### src/rtl/unidade_controle_ula.sv
// rtl/unidade_controle_ula.sv - operand/opcode entry FSM that latches ALU operands and result
module unidade_controle_ula #(
   parameter int LARGURA     = 8,
   parameter int OPCODE_BITS = 3
) (
   input  logic                   clk,
   input  logic                   reset_n,
   input  logic                   pulso_confirma,
   input  logic                   pulso_cancela,
   input  logic [LARGURA-1:0]     chaves,
   input  logic [LARGURA-1:0]     resultado_ula,
   input  logic                   carry_ula,
   input  logic                   overflow_ula,
   output logic [LARGURA-1:0]     reg_a,
   output logic [LARGURA-1:0]     reg_b,
   output logic [OPCODE_BITS-1:0] opcode,
   output logic [LARGURA-1:0]     resultado,
   output logic                   carry,
   output logic                   overflow,
   output logic                   resultado_valido,
   output logic [2:0]             estado
);

   typedef enum logic [2:0] {
      ESPERA_A  = 3'd0,
      ESPERA_B  = 3'd1,
      ESPERA_OP = 3'd2,
      EXECUTA   = 3'd3,
      MOSTRA    = 3'd4
   } estado_t;

   estado_t                estado_q, estado_d;
   logic [LARGURA-1:0]     reg_a_q, reg_a_d;
   logic [LARGURA-1:0]     reg_b_q, reg_b_d;
   logic [OPCODE_BITS-1:0] opcode_q, opcode_d;
   logic [LARGURA-1:0]     resultado_q, resultado_d;
   logic                   carry_q, carry_d;
   logic                   overflow_q, overflow_d;
   logic                   valido_q, valido_d;

   // Next-state and register-load decisions; cancel overrides everything and never loads from chaves
   always_comb begin
      estado_d    = estado_q;
      reg_a_d     = reg_a_q;
      reg_b_d     = reg_b_q;
      opcode_d    = opcode_q;
      resultado_d = resultado_q;
      carry_d     = carry_q;
      overflow_d  = overflow_q;
      valido_d    = valido_q;
      if (pulso_cancela) begin
         estado_d = ESPERA_A;
         valido_d = 1'b0;
      end else begin
         case (estado_q)
            ESPERA_A: begin
               if (pulso_confirma) begin
                  reg_a_d  = chaves;
                  estado_d = ESPERA_B;
               end
            end
            ESPERA_B: begin
               if (pulso_confirma) begin
                  reg_b_d  = chaves;
                  estado_d = ESPERA_OP;
               end
            end
            ESPERA_OP: begin
               if (pulso_confirma) begin
                  opcode_d = chaves[OPCODE_BITS-1:0];
                  estado_d = EXECUTA;
               end
            end
            EXECUTA: begin
               // The ALU has had a full cycle to settle on the latched operands, so capture unconditionally
               resultado_d = resultado_ula;
               carry_d     = carry_ula;
               overflow_d  = overflow_ula;
               valido_d    = 1'b1;
               estado_d    = MOSTRA;
            end
            MOSTRA: begin
               if (pulso_confirma) begin
                  valido_d = 1'b0;
                  estado_d = ESPERA_A;
               end
            end
            default: begin
               // Unused codes recover to the start of entry
               valido_d = 1'b0;
               estado_d = ESPERA_A;
            end
         endcase
      end
   end

   // State and all output registers, cleared immediately by the asynchronous reset
   always_ff @(posedge clk or negedge reset_n) begin
      if (!reset_n) begin
         estado_q    <= ESPERA_A;
         reg_a_q     <= '0;
         reg_b_q     <= '0;
         opcode_q    <= '0;
         resultado_q <= '0;
         carry_q     <= 1'b0;
         overflow_q  <= 1'b0;
         valido_q    <= 1'b0;
      end else begin
         estado_q    <= estado_d;
         reg_a_q     <= reg_a_d;
         reg_b_q     <= reg_b_d;
         opcode_q    <= opcode_d;
         resultado_q <= resultado_d;
         carry_q     <= carry_d;
         overflow_q  <= overflow_d;
         valido_q    <= valido_d;
      end
   end

   assign estado           = estado_q;
   assign reg_a            = reg_a_q;
   assign reg_b            = reg_b_q;
   assign opcode           = opcode_q;
   assign resultado        = resultado_q;
   assign carry            = carry_q;
   assign overflow         = overflow_q;
   assign resultado_valido = valido_q;

endmodule

### config.mk
export PLATFORM = sky130hd
export DESIGN_NAME = unidade_controle_ula
export DESIGN_NICKNAME = d
export VERILOG_FILES = /design/src/rtl/unidade_controle_ula.sv
export SDC_FILE = /design/constraint.sdc
export NUM_CORES = 1
export LEC_CHECK = 0
export BUFFER_PORTS_ARGS = -buffer_cell sky130_fd_sc_hd__buf_2
export CORE_ASPECT_RATIO = 1.25
export CORE_MARGIN = 5
export CORE_UTILIZATION = 47
export CTS_CLUSTER_SIZE = 12
export DETAILED_ROUTE_END_ITERATION = 12
export PLACE_DENSITY = 0.81
export SLEW_MARGIN = 20
export SYNTH_ARGS = -nofsm -noshare
export SYNTH_HDL_FRONTEND = slang
export SYNTH_SLANG_ARGS = --single-unit
### constraint.sdc
create_clock -name clk -period 1.85 [get_ports clk]
set_input_delay 0.0925 -clock clk [delete_from_list [all_inputs] [get_ports clk]]
set_output_delay 0.0925 -clock clk [all_outputs]
set_load 0.005 [all_outputs]
==> flow_results.org <==
** Pwr
- Sum of internal, switching and leakage power :: 1.88 mW
- In this run the static leakage power is 0.942 nW.
- Power per standard cell area :: 1010 nW/um^2
- Maximum resistive drop on vdd :: 0.629 mV

** Timing
- Setup repair after global routing left no endpoint under its margin.
- Final-report setup violation count :: 0
- The number of hold violations in the final report is 0.
- The final critical path takes up 78.9% of the cycle.
- Derived from the worst setup path, the maximum achievable clock frequency is 685 MHz.
- For the finished layout, the period the worst path requires is 1.46 ns.
- Worst slack on hold paths :: 0.0250 ns
- Final worst clock skew :: 0.00144 ns
- Summed over all failing endpoints, the final setup total negative slack is 0 ns.
- Headroom to the max-slew limit came out at 53.3%.
- Slew @ Worst Pin :: 0.700 ns
- Number of max-slew violations in the final report :: 0

** Floorplanning
- Core box area :: 2710 um^2
- Initial core utilization :: 49.8%
- During I/O placement, the number of pins put on the boundary was 55.
- The die covers 4040 um^2.
- Die Wd :: 57.9 um
- Site row count :: 21
- The die is 69.9 um tall.

** Routing
- The detailed router finished its first iteration with 12 violations.
- Via count :: 952
- Highest metal layer used by the detailed router :: met4
- After detailed routing, the total wire length is 2980 um.
- Detail Route met2 WL :: 1540 um
- The routed design uses 336 um of met3 wire.
- Via density per instance :: 4.93
- Remaining antenna violation count :: 0
- Number of detailed-routing iterations run before antenna repair :: 4
- Dividing the detail-routed wire length by the instance count gives 15.4 um.
- For this run, design rule violations remaining after detail routing come to 0.
- The detailed router put a total of 1070 um of wire on met1.

** Clocking
- After clock tree synthesis, the repair step resized 0 gates.
- After clock tree synthesis, the clock-pin slew on the worst setup and hold paths is 0.09 ns.
- CTS H-tree depth :: 2
- Clk_lat worst skew :: 0.32 ns
- Buffer type at the clock tree root :: sky130_fd_sc_hd__clkbuf_4
- Clock tree buffer depth :: 2
- Number of buffers added by the clock tree synthesis step :: 5
- Clock sink count :: 33
- TritonCTS built the clock tree.

** Global routing
- Total Routing Usage GR :: 16.2%
- Initial antenna violation count :: 0
- Overflow left after global routing :: 0
- Entering global routing, the biggest net connects 34 pins.
- The via count of the first global-routing pass came to 1,014.
- The first global-routing pass estimated 4960 um of wire.

** Yosys
- Async set or reset register ratio after synthesis :: 100%
- The cell count after synthesis came out at 84.
- Ys Warns :: 0
- Number of flip-flops and latches in the synthesized netlist :: 33
- Top_reg_cell synth :: sky130_fd_sc_hd__dfrtp_1
- Synthesized area :: 1350 um^2
- Synthesized net count :: 106
- Cells taking the most area after synthesis :: sky130_fd_sc_hd__dfrtp_1 61%, sky130_fd_sc_hd__mux2_2 16%, sky130_fd_sc_hd__mux2_4 11%
- Among all cell types in the netlist, the one instantiated most often is sky130_fd_sc_hd__dfrtp_1.
- The commonest cells after synthesis are 33 x sky130_fd_sc_hd__dfrtp_1, 19 x sky130_fd_sc_hd__mux2_2, 10 x sky130_fd_sc_hd__mux2_4.
- Share of the synthesized area in the top cell type :: 61.3%
- Library cell with the largest summed area after synthesis :: sky130_fd_sc_hd__dfrtp_1
- Yosys mapped a number of flops with a built-in enable equal to 0.
- Number of different library cells in the post-synthesis netlist :: 20
- Sequential elements use 61.3% of the synthesized area.
- The average instance in the mapped netlist occupies 16.0 um^2.

** Job
- Max-cap violations in this run came to 0.

** Critical path
- Worst path top cell family by delay :: simple AND/OR/NAND/NOR gates
- The worst setup path is captured at a register.
- Combined buffer and inverter count along the critical path :: 0
- Data arrives at the worst endpoint at 1.67 ns.
- Walking the worst path, the cells encountered are nor2_4 > and3_4 > mux2_4.
- Kind of critical path :: reg2reg
- The worst setup path is launched from a register.
- Of all nets on the critical path, the largest fanout is 10.
- The largest single stage delay on the critical path is 0.48 ns.
- For the worst setup path, the data required time is 2.06 ns.
- Max stage delay cell, worst path :: sky130_fd_sc_hd__dfrtp_1

** Cells and area
- In the final design database the tool counted 181 nets.
- In the final layout, the share of cells above drive strength 1 is 59.1%.
- The number of antenna diodes in the final layout is 0.
- Final standard cell area without fillers :: 1860 um^2
- Compared with the post-synthesis result, the final layout area differs by 38.0%.
- Once layout is complete, the utilization of the core stands at 68.7%.

** Place
- Final RePlAce weighted congestion :: 0.851
- Buffers placed on the I/O ports in this run total 54.
- Post-placement cell area :: 1640 um^2
- Final HPWL DP :: 2040 um

** Run status
- The run finished with clean final reports.

** Min path
- The min-delay analysis places its worst path in the category in2reg.
==> report_power, final <==
part           switching (mW)  total [mW]  internal [mW]
logic                   0.187       0.504          0.317
registers              0.0913       0.985          0.894
clock network           0.213       0.392          0.179
total                   0.491        1.88           1.39
==> worst reg2reg max path: cells and delay by family (launching register included) <==
kind | cells | cell delay (ns)
simple gates | 2 | 0.55
flops | 1 | 0.48
mux | 1 | 0.33
==> path summary, 6_finish.rpt <==
path	from	to	slack [ns]	cells after the start
max	estado[2]	resultado[0]	0.39	3
min reg2reg	reg_a[7]	reg_a[7]	0.51	1
max reg2reg	estado[2]	resultado[0]	0.39	3
min in group asynchronous	reset_n	carry	0.34	2
min	chaves[2]	reg_a[2]	0.02	2
max in group asynchronous	reset_n	reg_b[7]	1.06	2
==> state kept, by name, indices dropped and copies added, names as in the netlist <==
name,cells
reg_a,8
reg_b,8
resultado,8
estado,3
opcode,3
carry,1
overflow,1
resultado_valido,1
==> through the flow <==
step / worst slack (ns) / std cells
floorplan: 0.456 / 84
global placement: 0.467 / 170
CTS: 0.395 / 189
detailed placement: 0.402 / 170
finish: 0.390 / 193
global route: 0.355 / 193
==> what timing repair did <==
action	CTS	global route
endpoints found under the hold margin	45	6
hold buffers	12	4
buffers inserted	0	0
==> final cells by class <==
| type | instances | area (um^2) |
|---|---|---|
| Inverter | 1 | 3.75 |
| Sequential cell | 33 | 826 |
| Timing Repair Buffer | 70 | 430 |
| Clock buffer | 7 | 55.1 |
| Tap cell | 34 | 42.5 |
| Multi-Input combinational cell | 48 | 502 |
| Fill cell | 191 | 847 |
==> cell families (layout without fill, tap and decap cells) <==
group / count (synthesis) / in the layout / share of synthesized area [%]
flip-flops: 33 / 33 / 61.3
multiplexers: 30 / 30 / 27.8
AND/OR/NAND/NOR: 14 / 14 / 7.71
AO/OA/AOI/OAI: 4 / 4 / 1.76
buffers and inverters: 3 / 78 / 1.48
==> routing by layer <==
layer  global-route usage (%)  up-vias
met4                     4.64        0
li1                         -      447
met5                        0        -
met3                     7.73        5
met2                     26.6       52
met1                     18.5      448
==> layout by cell type (no fill, tap or decap) <==
master,n
sky130_fd_sc_hd__a2bb2oi_1,1
sky130_fd_sc_hd__nor2_1,2
sky130_fd_sc_hd__nand3_2,1
sky130_fd_sc_hd__and2b_2,1
sky130_fd_sc_hd__inv_1,1
sky130_fd_sc_hd__clkbuf_8,1
sky130_fd_sc_hd__clkbuf_1,1
sky130_fd_sc_hd__nand2_1,1
sky130_fd_sc_hd__and3_4,1
sky130_fd_sc_hd__buf_2,54
sky130_fd_sc_hd__nand3b_1,1
sky130_fd_sc_hd__nand3_1,1
sky130_fd_sc_hd__mux2_4,10
sky130_fd_sc_hd__dlygate4sd3_1,16
sky130_fd_sc_hd__clkbuf_4,5
sky130_fd_sc_hd__nand3_4,1
sky130_fd_sc_hd__dfrtp_1,33
sky130_fd_sc_hd__nor2_4,1
sky130_fd_sc_hd__a21oi_1,3
sky130_fd_sc_hd__nor3_1,3
sky130_fd_sc_hd__mux2i_1,1
sky130_fd_sc_hd__mux2_2,19
sky130_fd_sc_hd__nor2b_1,1
Power figures use the tool's default switching activity.
